### src/rtl/masked_pkg.sv
// rtl/masked_pkg.sv - shared sizing helpers for the DOM masked AND gadget
package masked_pkg;

    localparam int CNT_W_DEFAULT = 16;

    // Number of fresh random bits one D-share multiplication consumes.
    function automatic int rand_w(input int d);
        return (d * (d - 1)) / 2;
    endfunction

    // Position of the random bit shared by share pair (i,j), i<j, in rin.
    function automatic int pair_idx(input int i, input int j, input int d);
        return i * d - (i * (i + 1)) / 2 + (j - i - 1);
    endfunction

endpackage

### src/rtl/dom_cross_term.sv
// rtl/dom_cross_term.sv - one registered DOM product term (a_i & b_j) ^ r
(* keep_hierarchy = "yes" *)
module dom_cross_term (
    input  logic clk,
    input  logic rst_n,
    input  logic i_en,
    input  logic i_clr,
    input  logic i_a,
    input  logic i_b,
    input  logic i_r,
    output logic o_q
);

    logic r_q;

    // Glitch barrier: the remasked partial product is captured before any recombination.
    always_ff @(posedge clk or negedge rst_n) begin
        if (!rst_n) begin
            r_q <= 1'b0;
        end else if (i_en) begin
            r_q <= i_clr ? 1'b0 : ((i_a & i_b) ^ i_r);
        end
    end

    assign o_q = r_q;

endmodule

### src/rtl/masked_and_dom.sv
// rtl/masked_and_dom.sv - D-share DOM-indep masked AND, 2-stage pipeline; option MASKED_AND_CLR_IDLE_EN
module masked_and_dom
    import masked_pkg::*;
#(
    parameter  int D      = 2,
    parameter  int CNT_W  = CNT_W_DEFAULT,
    localparam int RAND_W = rand_w(D)
) (
    input  logic              clk,
    input  logic              rst_n,
    input  logic              in_valid,
    output logic              in_ready,
    input  logic [D-1:0]      ina,
    input  logic [D-1:0]      inb,
    input  logic [RAND_W-1:0] rin,
    output logic              out_valid,
    input  logic              out_ready,
    output logic [D-1:0]      out,
    output logic [CNT_W-1:0]  op_cnt
);

    logic             w_advance;
    logic             w_en1;
    logic             w_clr1;
    logic             w_en2;
    logic             w_clr2;
    logic [D*D-1:0]   w_t;
    logic [D-1:0]     w_out_d;
    logic             r_v1;
    logic             r_out_valid;
    logic [D-1:0]     r_out;
    logic [CNT_W-1:0] r_op_cnt;

    // Single global stall: everything moves only when the output slot is free or draining.
    assign w_advance = !r_out_valid | out_ready;
    assign in_ready  = w_advance;

`ifdef MASKED_AND_CLR_IDLE_EN
    // Idle slots overwrite data with zeros so no stale shares linger.
    assign w_en1  = w_advance;
    assign w_clr1 = !in_valid;
    assign w_en2  = w_advance;
    assign w_clr2 = !r_v1;
`else
    // Idle slots leave data untouched; only the valid bits move.
    assign w_en1  = w_advance & in_valid;
    assign w_clr1 = 1'b0;
    assign w_en2  = w_advance & r_v1;
    assign w_clr2 = 1'b0;
`endif

    for (genvar gi = 0; gi < D; gi++) begin : g_row
        for (genvar gj = 0; gj < D; gj++) begin : g_col
            if (gi == gj) begin : g_inner
                dom_cross_term u_term (
                    .clk   (clk),
                    .rst_n (rst_n),
                    .i_en  (w_en1),
                    .i_clr (w_clr1),
                    .i_a   (ina[gi]),
                    .i_b   (inb[gj]),
                    .i_r   (1'b0),
                    .o_q   (w_t[gi*D+gj])
                );
            end else begin : g_cross
                localparam int IDX = (gi < gj) ? pair_idx(gi, gj, D) : pair_idx(gj, gi, D);
                dom_cross_term u_term (
                    .clk   (clk),
                    .rst_n (rst_n),
                    .i_en  (w_en1),
                    .i_clr (w_clr1),
                    .i_a   (ina[gi]),
                    .i_b   (inb[gj]),
                    .i_r   (rin[IDX]),
                    .o_q   (w_t[gi*D+gj])
                );
            end
        end
    end

    // Output share i recombines row i of the registered terms.
    always_comb begin
        w_out_d = '0;
        for (int i = 0; i < D; i++) begin
            for (int j = 0; j < D; j++) begin
                w_out_d[i] = w_out_d[i] ^ w_t[i*D+j];
            end
        end
    end

    // Valid pipeline: v1 tracks stage 1, out_valid tracks the output register.
    always_ff @(posedge clk or negedge rst_n) begin
        if (!rst_n) begin
            r_v1        <= 1'b0;
            r_out_valid <= 1'b0;
        end else if (w_advance) begin
            r_v1        <= in_valid;
            r_out_valid <= r_v1;
        end
    end

    // Output share register, the second glitch barrier.
    always_ff @(posedge clk or negedge rst_n) begin
        if (!rst_n) begin
            r_out <= '0;
        end else if (w_en2) begin
            r_out <= w_clr2 ? '0 : w_out_d;
        end
    end

    // Completed hand-off counter, wraps naturally.
    always_ff @(posedge clk or negedge rst_n) begin
        if (!rst_n) begin
            r_op_cnt <= '0;
        end else if (r_out_valid && out_ready) begin
            r_op_cnt <= r_op_cnt + CNT_W'(1);
        end
    end

    assign out_valid = r_out_valid;
    assign out       = r_out;
    assign op_cnt    = r_op_cnt;

endmodule
### config.mk
export PLATFORM = sky130hd
export DESIGN_NAME = masked_and_dom
export DESIGN_NICKNAME = d
export VERILOG_FILES = /design/src/rtl/masked_pkg.sv /design/src/rtl/dom_cross_term.sv /design/src/rtl/masked_and_dom.sv
export SDC_FILE = /design/constraint.sdc
export NUM_CORES = 1
export LEC_CHECK = 0
export ABC_AREA = 0
export CAP_MARGIN = 20
export CELL_PAD_IN_SITES_DETAIL_PLACEMENT = 1
export CELL_PAD_IN_SITES_GLOBAL_PLACEMENT = 2
export CORE_MARGIN = 2
export CORE_UTILIZATION = 29
export CTS_CLUSTER_SIZE = 8
export DETAILED_ROUTE_END_ITERATION = 12
export GPL_ROUTABILITY_DRIVEN = 0
export PLACE_DENSITY = 0.78
export SLEW_MARGIN = 20
export SYNTH_ARGS = -nofsm -noshare
export SYNTH_HDL_FRONTEND = slang
export SYNTH_SLANG_ARGS = --single-unit
### constraint.sdc
create_clock -name clk -period 3.8 [get_ports clk]
set_clock_uncertainty 0.1 [all_clocks]
set_input_delay 0.76 -clock clk [delete_from_list [all_inputs] [get_ports clk]]
set_output_delay 0.76 -clock clk [all_outputs]
set_load 0.1 [all_outputs]
==> impl_results.md <==
- Run status: complete, no violations
- Reg2reg setup slack: 2.21 ns
- Vias: 790
- 1st-iter DRT viols: 4
- Syn avg cell area: 11.3 um2
- Number of antenna violations at the first check in global routing: 0
- Maximum VDD drop: 311 uV
- Leak: 0.000654 uW
- Tmin final: 2.75 ns
- Number of synthesized flops with an enable pin: 0
- CTS buffer count: 3
- GRT Total Usage: 0.112
- Worst Reg-to-Reg Cells: 5
- NumNets Final: 144
- Die ar.: 4250 um2
- # rows: 22
- Top-count cell post-synth: dfrtp_1
- Worst path bufs/invs: 1
- Delay of the slowest critical-path stage: 1.17 ns
- Fin crit share: 0.725
- HPWL Detailed: 1700 um
- Pwr per Cell Area: 655 nW/um2
- Vias in the first global route: 800
- Critical Path RT: 2.94 ns
- Comb power frac: 0.482
- Top-Level Pins: 29
- First-pass GRT wire length: 3670 um
- Seq/Total Area, Yosys: 0.552
- Top cells by count, synth: 24 x dfrtp_1, 12 x nand2_1, 12 x xnor2_1, 9 x xor2_1, 6 x nand2b_1
- Register Area: 601 um2
- # fillers: 433
- P_sw: 485 uW
- Crit Path Class: flip-flop to primary output
- Rel. slew slack: 0.348
- Die W: 65.2 um
- Worst hold-check path type: input pin to async pin
- Cells along the critical path: clkdlybuf4s50_1
- Critical-path top delay cell: clkdlybuf4s50_1
- Ys async rst share: 1.00
- H-Tree Depth: 1
- Post-synth cell types: 21
- Worst slack at placement: 1.13 ns
- Antenna-violating nets left: 0
- CTS tree: built
- Initial Util: 0.299
- RSZ-0062 raised after global routing: no
- Clock Power Share: 0.153
- Syn Inst Count: 96
- Ys Warns: 0
- Inserted Diodes: 0
- Later-pin clock latency in the skew report: 0.26 ns
- CTS sink cnt: 24
- Post-CTS sizing: 0
- RR Endpoint: op_cnt[12]
- Clock root cell: clkbuf_8
- Final Hold Fails: 0
- Core area: 3630 um2
- Clock edge transition at the registers on the reported setup and hold paths: 0.08 ns
- CTS Buffer Depth: 2
- Post-CTS setup buffer count: 0
- Synth area leaders: dfrtp_1 55%, xnor2_1 9.7%, xor2_1 7.2%
- CP delay by family, top: buffers and inverters
- Drt wl/cell: 12.0 um
- Die H: 65.2 um
- Grt total ovfl: 0
- Routed vias/inst: 4.39
- Setup WS post-layout: 1.05 ns
- Largest net degree at the start of global routing: 25
- Int Pwr: 485 uW
- Layout area overhead: 36.1%
- CP startpoint kind: flip-flop
- Worst-margin pin slew: 0.975 ns
- # setup viols final: 0
- Crit Path Max Fanout: 4
- Post-synth top area share: 0.552
- Drt total wl: 2170 um
- Layout cells sized above 1: 0.0909
- Endpoint type of the worst setup path: primary output
- Hold Buf Count CTS: 0
- Most used flip-flop cell after synthesis: dfrtp_1
- Synthesis-stage register bit count: 24
- Critical Path AT: 1.89 ns
- Area of the multi-input gates: 487 um2
- Fmax: 363 MHz
- Worst r2r src: op_cnt[0]
- Setup TNS: 0 ns
- Mapped cell area: 1090 um2
- Fin. max-slew vios: 0
- DRT Pass-1 Iters: 3
- Residual DRC count: 0
- Reg power frac: 0.365
- Crit path launch: op_cnt[0]
- Number of max-cap violations: 0
- Number of port buffers: 28
- Synth area leader: dfrtp_1
- Switching share of total power: 0.500
- Final core occ: 0.407
-- power by group through the flow --
stage          Sequential (uW)  Clock, uW  Combinational (uW)
6_report                   354        148                 468
2_1_floorplan              623          0                85.8
3_5_place_dp               361          0                 472
5_1_grt                    363        166                 490
3_3_place_gp               357          0                 470
4_1_cts                    356        158                 473
-- cells by family (layout without fill, tap and decap cells) --
family          Yosys count  after routing  synth area share
other cells               1              6           0.00345
mux                       2              2            0.0207
xor+xnor                 21             21             0.169
flops                    24             24             0.552
fa+ha+maj                 1              1            0.0115
buf+inv                   5             36            0.0173
compound gates            6              6            0.0322
simple gates             36             36             0.193
-- worst max path at each step --
stage / slack (ns) / to / cells past startpoint
final: 1.05 / op_cnt[0] / 1
after floorplan: 1.11 / g_row[0].g_col[0].g_inner.u_term/o_q / 4
after global routing: 0.99 / op_cnt[5] / 1
after CTS: 1.03 / op_cnt[0] / 1
after global placement: 1.16 / in_ready / 3
after detailed placement: 1.13 / in_ready / 3
-- per-stage QoR --
stage	hold WS (ns)	instance area (um2)	instances	power (uW)
after floorplan	0.353	1110	101	709
after global placement	0.360	1440	177	827
after detailed placement	0.386	1440	177	833
after CTS	0.398	1490	180	987
after global routing	0.401	1480	180	1020
final	0.373	1480	180	970
-- sequential cells by signal, indices dropped and copies added, names as in the netlist --
name	flops
op_cnt	16
g_row.g_col.g_inner.u_term/o_q	2
g_row.g_col.g_cross.u_term/o_q	2
out	2
out_valid	1
r_v1	1
-- cell usage in the layout (no fill, tap or decap), drive strengths merged, types with 4 or more instances in the layout --
cell / instances
clkdlybuf4s50: 26
dfrtp: 24
nand2: 12
xnor2: 12
xor2: 9
nand2b: 6
conb: 6
inv: 5
nand3: 5
nor2: 4
o22ai: 4
nand4: 4
-- layout make-up --
class                      count  area share
clock buffer                   3      0.0279
inverter                       5      0.0127
multi-input combinational     72       0.329
sequential                    24       0.406
tap                           48      0.0406
timing repair buffer          28       0.184
-- routing by layer --
| layer | wire length [um] | global-route usage | share of wire | vias up |
|---|---|---|---|---|
| li1 | - | - | - | 386 |
| met1 | 977 | 0.145 | 0.45 | 385 |
| met2 | 1100 | 0.193 | 0.51 | 19 |
| met3 | 87 | 0.0205 | 0.040 | 0 |
| met4 | 0 | 0.0313 | 0 | 0 |
| met5 | 0 | 0 | 0 | - |
Power figures use the tool's default switching activity.
